<file path="src/rtl/tile_hit_resolver.sv">
// tile_hit_resolver: converts a ball contact pixel into a tile address using a
// sequential subtract divider, classifies the tile read back from the map and
// clears gift tiles. One classified result strobe per accepted request.
//
// state   | meaning
// --------+-----------------------------------------------------------
// S_IDLE  | waiting for hit_req; captures coordinates relative to map
// S_CHECK | rejects coordinates outside the map area
// S_DIV   | subtracts tile sizes until both remainders are in range
// S_READ  | presents col/row to the map and classifies Tile_Type
// S_WRITE | one-cycle write of a cleared tile (gift collected)
// S_DONE  | one-cycle result strobe, then back to idle
module tile_hit_resolver #(
  parameter int TILE_W = 80,
  parameter int TILE_H = 80,
  parameter int COLS   = 8,
  parameter int ROWS   = 6
) (
  input  logic               clk,
  input  logic               resetN,
  input  logic               hit_req,
  input  logic signed [10:0] pixelX,
  input  logic signed [10:0] pixelY,
  input  logic signed [10:0] topLeftX,
  input  logic signed [10:0] topLeftY,
  input  logic               EndGame,
  input  logic [1:0]         Tile_Type,
  output logic [2:0]         Xnum,
  output logic [2:0]         Ynum,
  output logic               writeEn,
  output logic [1:0]         information,
  output logic               busy,
  output logic               done,
  output logic [2:0]         result,
  output logic               gift_collected
);

  localparam logic signed [11:0] TW       = 12'(TILE_W);
  localparam logic signed [11:0] TH       = 12'(TILE_H);
  localparam logic signed [11:0] MAX_X    = 12'(COLS * TILE_W);
  localparam logic signed [11:0] MAX_Y    = 12'(ROWS * TILE_H);
  localparam logic [2:0]         COL_LAST = 3'(COLS - 1);
  localparam logic [2:0]         ROW_LAST = 3'(ROWS - 1);

  typedef enum logic [2:0] {
    S_IDLE,
    S_CHECK,
    S_DIV,
    S_READ,
    S_WRITE,
    S_DONE
  } state_t;

  state_t             state;
  logic signed [11:0] rem_x;
  logic signed [11:0] rem_y;
  logic [2:0]         col;
  logic [2:0]         row;
  logic               write_q;
  logic               done_q;
  logic               gift_q;

  // EndGame suppresses strobes in the very cycle it is raised, not only the next one.
  assign writeEn        = write_q & ~EndGame;
  assign done           = done_q & ~EndGame;
  assign gift_collected = gift_q & ~EndGame;
  assign information    = 2'b00;

  // Request sequencing: capture, range check, divide, read, optional clear, report.
  always_ff @(posedge clk) begin
    if (resetN) begin
      state   <= S_IDLE;
      rem_x   <= '0;
      rem_y   <= '0;
      col     <= '0;
      row     <= '0;
      Xnum    <= '0;
      Ynum    <= '0;
      write_q <= 1'b0;
      done_q  <= 1'b0;
      gift_q  <= 1'b0;
      busy    <= 1'b0;
      result  <= '0;
    end else if (EndGame) begin
      state   <= S_IDLE;
      write_q <= 1'b0;
      done_q  <= 1'b0;
      gift_q  <= 1'b0;
      busy    <= 1'b0;
    end else begin
      write_q <= 1'b0;
      done_q  <= 1'b0;
      gift_q  <= 1'b0;
      unique case (state)
        S_IDLE: begin
          if (hit_req) begin
            rem_x <= {pixelX[10], pixelX} - {topLeftX[10], topLeftX};
            rem_y <= {pixelY[10], pixelY} - {topLeftY[10], topLeftY};
            col   <= '0;
            row   <= '0;
            busy  <= 1'b1;
            state <= S_CHECK;
          end
        end
        S_CHECK: begin
          if (rem_x[11] || rem_y[11] || (rem_x >= MAX_X) || (rem_y >= MAX_Y)) begin
            result <= 3'b100;
            done_q <= 1'b1;
            state  <= S_DONE;
          end else begin
            state <= S_DIV;
          end
        end
        S_DIV: begin
          if (rem_x >= TW) begin
            rem_x <= rem_x - TW;
            if (col != COL_LAST) col <= col + 3'd1;
          end
          if (rem_y >= TH) begin
            rem_y <= rem_y - TH;
            if (row != ROW_LAST) row <= row + 3'd1;
          end
          // Quotients are final once neither remainder can be reduced.
          if ((rem_x < TW) && (rem_y < TH)) begin
            Xnum  <= col;
            Ynum  <= row;
            state <= S_READ;
          end
        end
        S_READ: begin
          unique case (Tile_Type)
            2'b00: begin
              result <= 3'b000;
              done_q <= 1'b1;
              state  <= S_DONE;
            end
            2'b01: begin
              result <= 3'b001;
              done_q <= 1'b1;
              state  <= S_DONE;
            end
            2'b11: begin
              result <= 3'b011;
              done_q <= 1'b1;
              state  <= S_DONE;
            end
            default: begin
              result  <= 3'b010;
              write_q <= 1'b1;
              state   <= S_WRITE;
            end
          endcase
        end
        S_WRITE: begin
          done_q <= 1'b1;
          gift_q <= 1'b1;
          state  <= S_DONE;
        end
        S_DONE: begin
          busy  <= 1'b0;
          state <= S_IDLE;
        end
        default: begin
          busy  <= 1'b0;
          state <= S_IDLE;
        end
      endcase
    end
  end

endmodule

</file>
<file path="config.mk">
export PLATFORM = sky130hd
export DESIGN_NAME = tile_hit_resolver
export DESIGN_NICKNAME = d
export VERILOG_FILES = /design/src/rtl/tile_hit_resolver.sv
export SDC_FILE = /design/constraint.sdc
export NUM_CORES = 1
export LEC_CHECK = 0
export CAP_MARGIN = 25
export CORE_MARGIN = 10
export CORE_UTILIZATION = 55
export CTS_BUF_LIST = sky130_fd_sc_hd__clkbuf_4 sky130_fd_sc_hd__clkbuf_8
export CTS_CLUSTER_DIAMETER = 80
export DETAILED_ROUTE_END_ITERATION = 8
export GPL_TIMING_DRIVEN = 0
export PLACE_DENSITY = 0.81
export SYNTH_ARGS = -nofsm -noshare
export SYNTH_HDL_FRONTEND = slang
export SYNTH_SLANG_ARGS = --single-unit
</file>
<file path="constraint.sdc">
create_clock -name clk -period 3.85 [get_ports clk]
set_clock_uncertainty 0.2 [all_clocks]
set_input_delay 0.385 -clock clk [delete_from_list [all_inputs] [get_ports clk]]
set_output_delay 0.385 -clock clk [all_outputs]
set_load 0.03 [all_outputs]
</file>
Word level (Yosys, flattened, before mapping)
Index checks and enable logic that the tools add are counted.
{"block": "word_totals", "regBits": 46, "input_bits": 50, "out_inout_bits": 15, "elab_cells": 93}
{"block": "op_classes", "n_addsub": 6, "magnitude_cmp": 6, "n_eq_ne": 15, "mux": 28, "bitwise": 6, "n_reduce_logical": 20}
{"operator": "$mux W12", "count": 4}
{"operator": "$pmux W12 S2", "count": 2}
{"operator": "$mux W3", "count": 9}
{"operator": "$ge A12 B8 Y1 const B", "count": 2}
{"operator": "$lt A12 B8 Y1 const B", "count": 2}
{"operator": "$sub A11 B11 Y12", "count": 2}
{"operator": "$sub A12 B8 Y12 const B", "count": 2}
{"operator": "$pmux W3 S2", "count": 3}
{"operator": "$pmux W3 S5", "count": 1}
{"operator": "$ne A2 B2 Y1 const B", "count": 7}
{"operator": "$ge A12 B10 Y1 const B", "count": 1}
{"operator": "$ge A12 B11 Y1 const B", "count": 1}
{"operator": "$reduce_and A5 Y1", "count": 2}
{"operator": "$reduce_and A4 Y1", "count": 2}
{"operator": "$add A3 B1 Y3 const B", "count": 2}
{"operator": "$eq A3 B2 Y1 const B", "count": 2}
{"operator": "$mux W1", "count": 6}
{"operator": "$ne A3 B3 Y1 const B", "count": 2}
{"operator": "$pmux W2 S3", "count": 1}
{"operator": "$reduce_and A3 Y1", "count": 2}
{"operator": "$reduce_or A3 Y1", "count": 2}
{"operator": "$reduce_and A2 Y1", "count": 2}
{"operator": "$reduce_bool A2 Y1", "count": 2}
{"operator": "$reduce_or A4 Y1", "count": 1}
{"operator": "other kinds (13)", "count": 19}

Longest topological paths before layout
Gate-level depths: netlist of the first run.
{"block": "depth", "ltp_word": 5, "mapped_depth": 10, "mapped_depth_nobuf": 10}

Worst setup path after synthesis of the first run
No wires, ideal clock.
{"block": "synth_timing", "path_kind": "input to register", "from": "input port pixelY[0]", "to": "register rem_y[10]", "setup_time_ns": 0.116, "arrival_ns": 2.088, "slack_ns": 1.446, "stages": 10, "n_path_buf": 0, "cell_sequence": "inv_1 -> ha_1 -> inv_1 -> fa_1 -> a21oi_1 -> o211ai_1 -> a2111oi_0 -> xor2_1 -> nand2_1 -> o211a_1"}
{"block": "synth_between", "elab_chain_len": 3}
{"item": "from (decl)", "line_no": "23", "source": "input logic signed [10:0] pixelY,"}
{"item": "$sub A11 B11 Y12", "line_no": "98", "source": "rem_y <= {pixelY[10], pixelY} - {topLeftY[10], topLeftY};"}
{"item": "$mux W12", "line_no": "96", "source": "if (hit_req) begin"}
{"item": "$pmux W12 S2", "line_no": "94", "source": "unique case (state)"}
{"item": "to (signal assigned)", "line_no": "98"}
{"item": "to (signal assigned)", "line_no": "120", "source": "rem_y <= rem_y - TH;"}
{"item": "to (decl)", "line_no": "56", "source": "logic signed [11:0] rem_y;"}
No other way between the ends. The select of a mux whose other input is x is not followed.
A chain may end at the register's enable or synchronous reset.

Worst setup path in the final report of the first run
{"block": "layout_timing", "from": "input port topLeftX[1]", "to": "register rem_x[11]"}
{"block": "layout_between", "elab_chain_len": 3}
{"item": "from (decl)", "line_no": "24", "source": "input logic signed [10:0] topLeftX,"}
{"item": "$sub A11 B11 Y12", "line_no": "97", "source": "rem_x <= {pixelX[10], pixelX} - {topLeftX[10], topLeftX};"}
{"item": "$mux W12", "line_no": "96"}
{"item": "$pmux W12 S2", "line_no": "94"}
{"item": "to (signal assigned)", "line_no": "97"}
{"item": "to (signal assigned)", "line_no": "116", "source": "rem_x <= rem_x - TW;"}
{"item": "to (decl)", "line_no": "55", "source": "logic signed [11:0] rem_x;"}
No other way between the ends. The select of a mux whose other input is x is not followed.

==> results of run 1 <==
-- stage by stage --
| step | hold WS (ns) | setup slack (ns) | instances | utilization, % | area (um2) |
|---|---|---|---|---|---|
| after floorplan | 0.239 | 1.45 | 439 | - | 3440 |
| after global placement | 0.252 | 0.796 | 576 | 69.4 | 4160 |
| after detailed placement | 0.265 | 0.759 | 576 | 69.4 | 4160 |
| after CTS | 0.274 | 1.07 | 584 | 71.1 | 4260 |
| after global routing | 0.295 | 0.842 | 584 | 71.1 | 4260 |
| final | 0.275 | 1.06 | 584 | 71.1 | 4260 |
-- worst min-delay path, delay by kind of cell, from the launching register on --
kind | cells | cell delay [ns]
flops | 1 | 0.33
simple gates | 1 | 0.06
compound gates | 1 | 0.05
-- power groups by stage --
stage / clock (mW) / sequential (mW) / combinational [mW]
2_1_floorplan: 0 / 0.531 / 0.276
3_3_place_gp: 0 / 0.534 / 0.388
3_5_place_dp: 0 / 0.534 / 0.396
4_1_cts: 0.342 / 0.523 / 0.399
5_1_grt: 0.357 / 0.528 / 0.451
6_report: 0.339 / 0.524 / 0.400
-- path summary, 6_finish.rpt --
| kind | to | cells past startpoint | from |
|---|---|---|---|
| max | rem_x[11] | 9 | topLeftX[1] |
| min | rem_y[3] | 2 | rem_y[3] |
| min reg2reg | rem_y[3] | 2 | rem_y[3] |
| max reg2reg | rem_x[9] | 8 | rem_x[4] |
-- cell families after synthesis --
kind of cell / count (synthesis) / synth area share, %
adders and majority gates: 34 / 12.8
and+or+nand+nor: 156 / 23.1
muxes: 9 / 2.66
DFF: 46 / 26.8
xor gates and xnor gates: 15 / 3.82
other: 1 / 0.109
AOI/OAI and AO/OA: 121 / 23.9
buffers and inverters: 56 / 6.77
-- synthesized netlist by cell type (2+ instances only) --
cell / number
a2111oi_0: 2
a211oi_1: 11
a21o_1: 2
a21oi_1: 37
a221oi_1: 2
a22oi_1: 2
a31oi_1: 9
a32oi_1: 3
and3_1: 3
buf_2: 4
buf_4: 2
clkbuf_1: 10
dfxtp_1: 46
fa_1: 2
ha_1: 32
inv_1: 39
mux2i_1: 8
nand2_1: 36
nand2b_1: 4
nand3_1: 11
nand3b_1: 4
nand4_1: 4
nor2_1: 46
nor2_2: 2
nor2b_1: 9
nor3_1: 16
nor4_1: 2
o2111ai_1: 4
o211a_1: 2
o211ai_1: 4
o21a_1: 7
o21ai_0: 20
o41ai_1: 3
or2_2: 2
or3_1: 3
or4_1: 2
xnor2_1: 8
xor2_1: 7
-- flip-flops by register name, indices dropped and copies added (netlist names), 3 cells and up --
register  cells
rem_x        12
col           3
Ynum          3
Xnum          3
result        3
rem_y        12
state         3
row           3
-- layer usage --
metal / wire length (um) / GRT usage, % / vias to the layer above
met5: 0 / 0 / -
li1: - / - / 1710
met2: 3950 / 28.8 / 97
met1: 3920 / 21.7 / 1537
met4: 138 / 6.62 / 0
met3: 540 / 3.56 / 13
-- layout make-up --
| type | count | area share (%) |
|---|---|---|
| plain buffers | 17 | 2.03 |
| clock buffers | 7 | 2.26 |
| clock inverters | 1 | 0.206 |
| inverters | 39 | 3.44 |
| multi-input cells | 337 | 53.7 |
| flip-flops and latches | 46 | 21.6 |
| well taps | 75 | 2.20 |
| repair buffers | 62 | 14.6 |
==> flow_metrics.env, run 1 <==
export IMPL_vias=3357
export IMPL_crit_chain="clkdlybuf4s50_1 -> inv_1 -> ha_1 -> nor2b_1 -> o31a_1 -> o41a_1 -> a2111oi_0 -> o21ai_0 -> a31oi_1"
export IMPL_die_h_um=99.1
export IMPL_num_fill_cells=520
export IMPL_syn_area_per_cell_um2=7.85
export IMPL_drt_iter0_drc=244
export IMPL_hpwl_um=6800
export IMPL_tns_ns=0
export IMPL_cp_required_ns=3.89
export IMPL_wl_um=8550
export IMPL_critPathArrivalTime_ns=2.83
export IMPL_maxSlewViolCount=0
export IMPL_slew_headroom_pct=40.5
export IMPL_grt_pass1_vias=3274
export IMPL_layout_drive_gt1_share_pct=5.70
export IMPL_vdd_drop_max_v=0.000209
export IMPL_synthFlopType="dfxtp_1"
export IMPL_start_util_pct=57.4
export IMPL_p_leak_nw=1.68
export IMPL_clk_latency_ns=0.31
export IMPL_clock_sinks=46
export IMPL_max_cap_viol_count=0
export IMPL_multi_input_area_um2=2290
export IMPL_fmax_ghz=0.359
export IMPL_cts_hold_buf=0
export IMPL_antenna_diode_count=0
export IMPL_numPortBuffers=62
export IMPL_routabilityCongestion=0.891
export IMPL_register_area_um2=921
export IMPL_grt_setup_unrepaired="no"
export IMPL_setup_violations=0
export IMPL_grt_pass1_wl_um=14900
export IMPL_p_total_mw=1.26
export IMPL_fin_crit_sh_pct=72.4
export IMPL_period_needed_ns=2.79
export IMPL_critPathMaxStageDelay_ns=0.47
export IMPL_critPathKind="in -> reg"
export IMPL_ant_nets=0
export IMPL_worst_pin_slew_ns=0.887
export IMPL_p_per_area_nw_per_um2=296
export IMPL_cts_tree="built"
export IMPL_synth_edf_count=0
export IMPL_grt_overflow=0
export IMPL_hold_viol_final=0
export IMPL_finalNetCount=592
export IMPL_htree_num_levels=2
export IMPL_net_switching_power_uw=410
export IMPL_most_common_layout_cells="62 x clkdlybuf4s50_1, 46 x dfxtp_1, 46 x nor2_1"
export IMPL_p_int_uw=853
export IMPL_ys_types=66
export IMPL_comb_power_share_pct=31.7
export IMPL_final_common_cell="clkdlybuf4s50_1"
export IMPL_pwr_share_clk_pct=26.9
export IMPL_worstHoldPathType="reg -> reg"
export IMPL_worstPathMaxFanout=3
export IMPL_synth_area_top_cells="dfxtp_1 27%, ha_1 12%, a21oi_1 5.4%"
export IMPL_ys_ff_latch=46
export IMPL_async_flop_share_pct=0
export IMPL_clock_tree_root_cell="clkbuf_8"
export IMPL_vias_per_cell=5.75
export IMPL_wl_per_cell_um=14.6
export IMPL_clk_pin_slew_ns=0.09
export IMPL_cts_made_buffers=5
export IMPL_fp_row_count=28
export IMPL_syn_area_um2=3440
export IMPL_yosysSeqAreaShare_pct=26.8
export IMPL_die_width_um=99.1
export IMPL_drt_pass1_iter_count=4
export IMPL_clockBufferDepth=2
export IMPL_postCtsResizedCells=0
export IMPL_crit_slowest_cell="clkdlybuf4s50_1"
export IMPL_rrSetupSlack_ns=1.12
export IMPL_switching_share_pct=32.5
export IMPL_status="finished clean"
export IMPL_syn_inst=438
export IMPL_path_delay_family="compound AO/OA/AOI/OAI gates"
export IMPL_syn_to_final_growth_pct=23.9
export IMPL_pin_count=65
export IMPL_ys_warn_count=0
export IMPL_crit_buf_inv=2
export IMPL_track_usage_pct=17.4
export IMPL_grt_max_degree=15
export IMPL_synth_top_area_cell="dfxtp_1"
export IMPL_post_cts_buffers=0
export IMPL_drc=0
export IMPL_crit_path_end_kind="flip-flop"
export IMPL_die_area_um2=9810
export IMPL_startpoint_type="input port"
export IMPL_core_area_um2=5990
export IMPL_grt_antenna_before_repair=0
export IMPL_synth_top_area_share_pct=26.8
export IMPL_p_seq_share_pct=41.5
Note: power is estimated with default switching activity, not from simulation.
==> run 2: changes to the inputs <==
Settings changed: CORE_UTILIZATION 55 to 54, PLACE_DENSITY 0.81 to 0.79.
Clock period 3.85 ns to 2.8 ns, I/O delays scaled along.
==> run 2 against run 1 <==
Against the previous run: non-clock buffer count stayed put; register-to-register slack worse by 0.75 ns; die area is 1.5% higher; count of clock-buffer cells in the layout is 2 lower; critical endpoint is now rem_y[10]; largest power group unchanged.
==> flow_metrics.env, run 2 (synthesized netlist as in run 1, its figures left out) <==
export IMPL_p_leak_nw=1.66
export IMPL_drt_pass1_iter_count=4
export IMPL_drc=0
export IMPL_grt_overflow=0
export IMPL_worst_pin_slew_ns=0.588
export IMPL_layout_drive_gt1_share_pct=5.89
export IMPL_routabilityCongestion=0.865
export IMPL_hold_viol_final=0
export IMPL_ff2ff_path_depth=8
export IMPL_dp_cells=578
export IMPL_stdcell_count=586
export IMPL_cts_tree="built"
export IMPL_final_core_util_pct=67.8
export IMPL_ant_nets=0
export IMPL_reg_top3="rem_x (12), rem_y (12)"
export IMPL_critPathKind="in -> reg"
export IMPL_p_per_area_nw_per_um2=397
export IMPL_finalNetCount=592
export IMPL_fp_row_count=29
export IMPL_crit_slowest_cell="a2111oi_1"
export IMPL_post_dp_cell_area_um2=4160
export IMPL_clk_pin_slew_ns=0.09
export IMPL_wl_um=8570
export IMPL_max_cap_viol_count=0
export IMPL_die_width_um=99.8
export IMPL_num_fill_cells=554
export IMPL_grt_setup_unrepaired="no"
export IMPL_clock_sinks=46
export IMPL_maxSlewViolCount=0
export IMPL_whs_ns=0.286
export IMPL_syn_to_final_growth_pct=23.9
export IMPL_cp_required_ns=2.81
export IMPL_htree_num_levels=2
export IMPL_period_needed_ns=2.65
export IMPL_start_util_pct=54.8
export IMPL_tns_ns=0
export IMPL_antenna_diode_count=0
export IMPL_status="finished clean"
export IMPL_grt_antenna_before_repair=0
export IMPL_critPathMaxStageDelay_ns=0.49
export IMPL_slew_headroom_pct=60.8
export IMPL_vias_per_cell=5.77
export IMPL_track_usage_pct=16.9
export IMPL_worstHoldPathType="reg -> reg"
export IMPL_worstPathMaxFanout=3
export IMPL_clock_tree_root_cell="clkbuf_8"
export IMPL_crit_path_end_kind="flip-flop"
export IMPL_numPortBuffers=62
export IMPL_cpMostUsedCell="inv_1"
export IMPL_die_h_um=99.8
export IMPL_pin_count=65
export IMPL_fmax_ghz=0.377
export IMPL_startpoint_type="input port"
export IMPL_vias=3379
export IMPL_grt_pass1_wl_um=14500
export IMPL_final_common_cell="clkdlybuf4s50_1"
export IMPL_vdd_drop_max_v=0.000254
export IMPL_drt_iter0_drc=164
export IMPL_grt_pass1_vias=3161
export IMPL_hold_depth=2
export IMPL_critPathArrivalTime_ns=2.66
export IMPL_clockBufferDepth=2
export IMPL_post_cts_buffers=0
export IMPL_most_common_layout_cells="62 x clkdlybuf4s50_1, 46 x dfxtp_1, 46 x nor2_1"
export IMPL_crit_chain="clkdlybuf4s50_1 -> inv_1 -> ha_1 -> inv_1 -> fa_1 -> a21oi_1 -> o211ai_1 -> a2111oi_1 -> xor2_1 -> nand2_1 -> o211a_1"
export IMPL_setup_violations=0
export IMPL_die_area_um2=9960
export IMPL_cts_made_buffers=5
export IMPL_grt_max_degree=17
export IMPL_clk_latency_ns=0.30
export IMPL_postLayoutCellArea_um2=4260
export IMPL_core_area_um2=6280
export IMPL_fin_crit_sh_pct=94.8
export IMPL_wl_per_cell_um=14.6
export IMPL_hpwl_um=6980
-- run 2: through the flow --
step	worst slack (ns)	total power, mW
after global routing	0.00461	1.79
after CTS	0.0789	1.69
after global placement	-0.144	1.27
after floorplan	0.501	1.11
after detailed placement	-0.232	1.28
final	0.146	1.69
-- run 2: where the power goes --
part           leakage (nW)  switching (mW)  internal, mW  total, mW
Clock                0.0408           0.239         0.179      0.418
Sequential            0.374          0.0351         0.686      0.721
Combinational          1.25           0.289         0.262      0.550
Total                  1.66           0.563          1.13       1.69
-- run 2: worst max-delay path, delay by kind of cell --
kind / cells / cell delay (ns)
AOI/OAI and AO/OA: 4 / 1.02
buffers and inverters: 3 / 0.53
adders and majority gates: 2 / 0.56
and+or+nand+nor: 1 / 0.09
xor gates and xnor gates: 1 / 0.18
-- run 2: path summary, 6_finish.rpt --
path	from	to	slack [ns]
setup / recovery	pixelY[0]	rem_y[10]	0.15
hold / removal	rem_y[3]	rem_y[3]	0.29
setup reg to reg	rem_x[4]	rem_x[10]	0.37
hold reg to reg	rem_y[3]	rem_y[3]	0.29
-- run 2: cell type report --
class	count	area, um2	share of cell area, %
Buffer	17	86.3	2.03
Clock buffer	5	68.8	1.62
Clock inverter	3	23.8	0.558
Inverter	39	146	3.44
Multi-Input combinational cell	337	2300	53.9
Sequential cell	46	921	21.6
Tap cell	77	96.3	2.26
Timing Repair Buffer	62	621	14.6
-- run 2: timing repair --
| action | in CTS | in global routing |
|---|---|---|
| hold endpoints to repair | 0 | 0 |
| hold buffers | 0 | 0 |
| gates resized for setup | 0 | 3 |
| setup endpoints to repair | 0 | 7 |
-- run 2: routing by layer --
layer  wire length, um  track usage, %  part of all wire (%)  vias up
li1                  -               -                     -     1719
met1              3840            20.8                    45     1565
met2              4160            29.3                    49       87
met3               486            3.09                   5.7        8
met4                78            4.52                  0.91        0
met5                 0               0                     0        -
==> run 3: changes to the inputs <==
Settings changed: ABC_AREA set to 1, CORE_UTILIZATION 54 to 55, GPL_ROUTABILITY_DRIVEN set to 0, SKIP_CTS_REPAIR_TIMING set to 1.
==> run 3 against run 2 <==
Against the previous run: wire length rose by 20%; fmax increased by 24%; first-iteration DRC count increased by 43%; synthesized cell count is 51% higher; via count grew 26%; power rose by 20%; design area up 13%.
==> flow_metrics.env, run 3 <==
export IMPL_vias_per_cell=5.12
export IMPL_synth_top_area_cell="dfxtp_1"
export IMPL_die_area_um2=11000
export IMPL_track_usage_pct=18.3
export IMPL_fmax_ghz=0.468
export IMPL_core_area_um2=6910
export IMPL_critPathKind="in -> out"
export IMPL_setup_ws_ns=0.665
export IMPL_numPortBuffers=62
export IMPL_p_leak_nw=2.47
export IMPL_worstPathMaxFanout=6
export IMPL_syn_inst=662
export IMPL_syn_area_um2=3960
export IMPL_clk_pin_slew_ns=0.10
export IMPL_max_cap_viol_count=0
export IMPL_reg_top3="rem_x (12), rem_y (12)"
export IMPL_fp_row_count=30
export IMPL_syn_to_final_growth_pct=21.8
export IMPL_synth_edf_count=0
export IMPL_ys_ff_latch=46
export IMPL_cts_made_buffers=5
export IMPL_ant_nets=0
export IMPL_grt_overflow=0
export IMPL_crit_path_end_kind="primary output"
export IMPL_wl_um=10300
export IMPL_clockBufferDepth=2
export IMPL_p_per_area_nw_per_um2=420
export IMPL_grt_pass1_vias=4045
export IMPL_vdd_drop_max_v=0.000248
export IMPL_die_h_um=105
export IMPL_grt_setup_unrepaired="no"
export IMPL_fin_crit_sh_pct=76.3
export IMPL_grt_antenna_before_repair=0
export IMPL_vias=4241
export IMPL_synth_most_common_cell="nand2_1"
export IMPL_finalNetCount=816
export IMPL_pre_cts_ws_ns=0.374
export IMPL_cts_tree="built"
export IMPL_grt_pass1_wl_um=17600
export IMPL_start_util_pct=57.3
export IMPL_tns_ns=0
export IMPL_hpwl_um=8310
export IMPL_slew_headroom_pct=60.3
export IMPL_startpoint_type="input port"
export IMPL_yosysSeqAreaShare_pct=23.3
export IMPL_drt_iter0_drc=235
export IMPL_worstHoldPathType="reg -> reg"
export IMPL_layout_drive_gt1_share_pct=6.82
export IMPL_htree_num_levels=2
export IMPL_grt_max_degree=17
export IMPL_period_needed_ns=2.14
export IMPL_syn_area_per_cell_um2=5.97
export IMPL_antenna_diode_count=0
export IMPL_cp_required_ns=2.32
export IMPL_pin_count=65
export IMPL_async_flop_share_pct=0
export IMPL_drc=0
export IMPL_synth_top_area_share_pct=23.3
export IMPL_clk_latency_ns=0.31
export IMPL_wl_per_cell_um=12.4
export IMPL_critPathArrivalTime_ns=1.66
export IMPL_clock_tree_root_cell="clkbuf_8"
export IMPL_drt_pass1_iter_count=5
export IMPL_maxSlewViolCount=0
export IMPL_synth_area_top_cells="dfxtp_1 23%, nand2_1 18%, inv_1 11%"
export IMPL_status="finished clean"
export IMPL_setup_violations=0
export IMPL_clock_sinks=46
export IMPL_hold_viol_final=0
export IMPL_synthTopCellsByCount="189 x nand2_1, 112 x inv_1, 87 x nor2_1"
export IMPL_synthFlopType="dfxtp_1"
export IMPL_most_common_layout_cells="189 x nand2_1, 112 x inv_1, 87 x nor2_1"
export IMPL_ys_types=39
export IMPL_rrSetupSlack_ns=0.82
export IMPL_die_width_um=105
export IMPL_ys_warn_count=0
export IMPL_final_common_cell="nand2_1"
export IMPL_worst_pin_slew_ns=0.595
-- run 3: cell types whose count changed in the layout (fill, tap and decap cells not counted), sizes merged, moves of 10 or more --
cell / delta
nand2: +161
inv: +78
nor3: -14
a211oi: -10
nand3: +42
nor2: +45
-- run 3: per-stage QoR --
| step | util [%] | power, mW | cell area, um2 | cells | hold slack [ns] |
|---|---|---|---|---|---|
| after floorplan | - | 1.29 | 3960 | 663 | 0.159 |
| after global placement | 68.0 | 1.48 | 4700 | 821 | 0.245 |
| after detailed placement | 68.0 | 1.50 | 4700 | 821 | 0.245 |
| after CTS | 69.7 | 2.02 | 4820 | 829 | 0.261 |
| after global routing | 69.7 | 2.18 | 4820 | 829 | 0.289 |
| final | 69.7 | 2.02 | 4820 | 829 | 0.259 |
-- run 3: final timing paths --
path,from,end,cells past startpoint
max,EndGame,gift_collected,3
max reg2reg,rem_x[4],rem_x[9],12
min,rem_y[1],rem_y[1],2
min reg2reg,rem_y[1],rem_y[1],2
-- run 3: final cells by class --
cell class | count | area, um2
plain buffers | 13 | 86.3
well taps | 96 | 120
inverters | 117 | 444
clock buffers | 5 | 68.8
flip-flops and latches | 46 | 921
repair buffers | 62 | 621
clock inverters | 3 | 48.8
multi-input cells | 487 | 2510
fillers | 692 | 2090
-- run 3: routing by layer --
metal | GRT usage, % | vias up | share of wire, %
li1 | - | 2200 | -
met1 | 21.3 | 1896 | 43
met2 | 32.9 | 127 | 50
met3 | 3.07 | 18 | 5.0
met4 | 6.37 | 0 | 2.2
met5 | 0 | - | 0
-- run 3: cells by family (layout without fill, tap and decap cells) --
group / after synthesis / in the layout / synth area share [%]
xor+xnor: 8 / 8 / 1.77
fa+ha+maj: 34 / 34 / 11.1
compound gates: 78 / 78 / 10.9
flops: 46 / 46 / 23.3
buf+inv: 130 / 200 / 13.4
simple gates: 365 / 365 / 39.4
other cells: 1 / 2 / 0.0948
-- run 3: report_power, final --
| group | internal, mW | total, mW | switching [mW] |
|---|---|---|---|
| Clock | 0.272 | 0.528 | 0.256 |
| Sequential | 0.706 | 0.748 | 0.0415 |
| Combinational | 0.299 | 0.748 | 0.449 |
| Total | 1.28 | 2.02 | 0.747 |
-- run 3: worst max-delay path, cell delays in order --
cell and delay, ns:
clkdlybuf4s50_1 0.51, nor2_1 0.16, clkdlybuf4s50_1 0.70
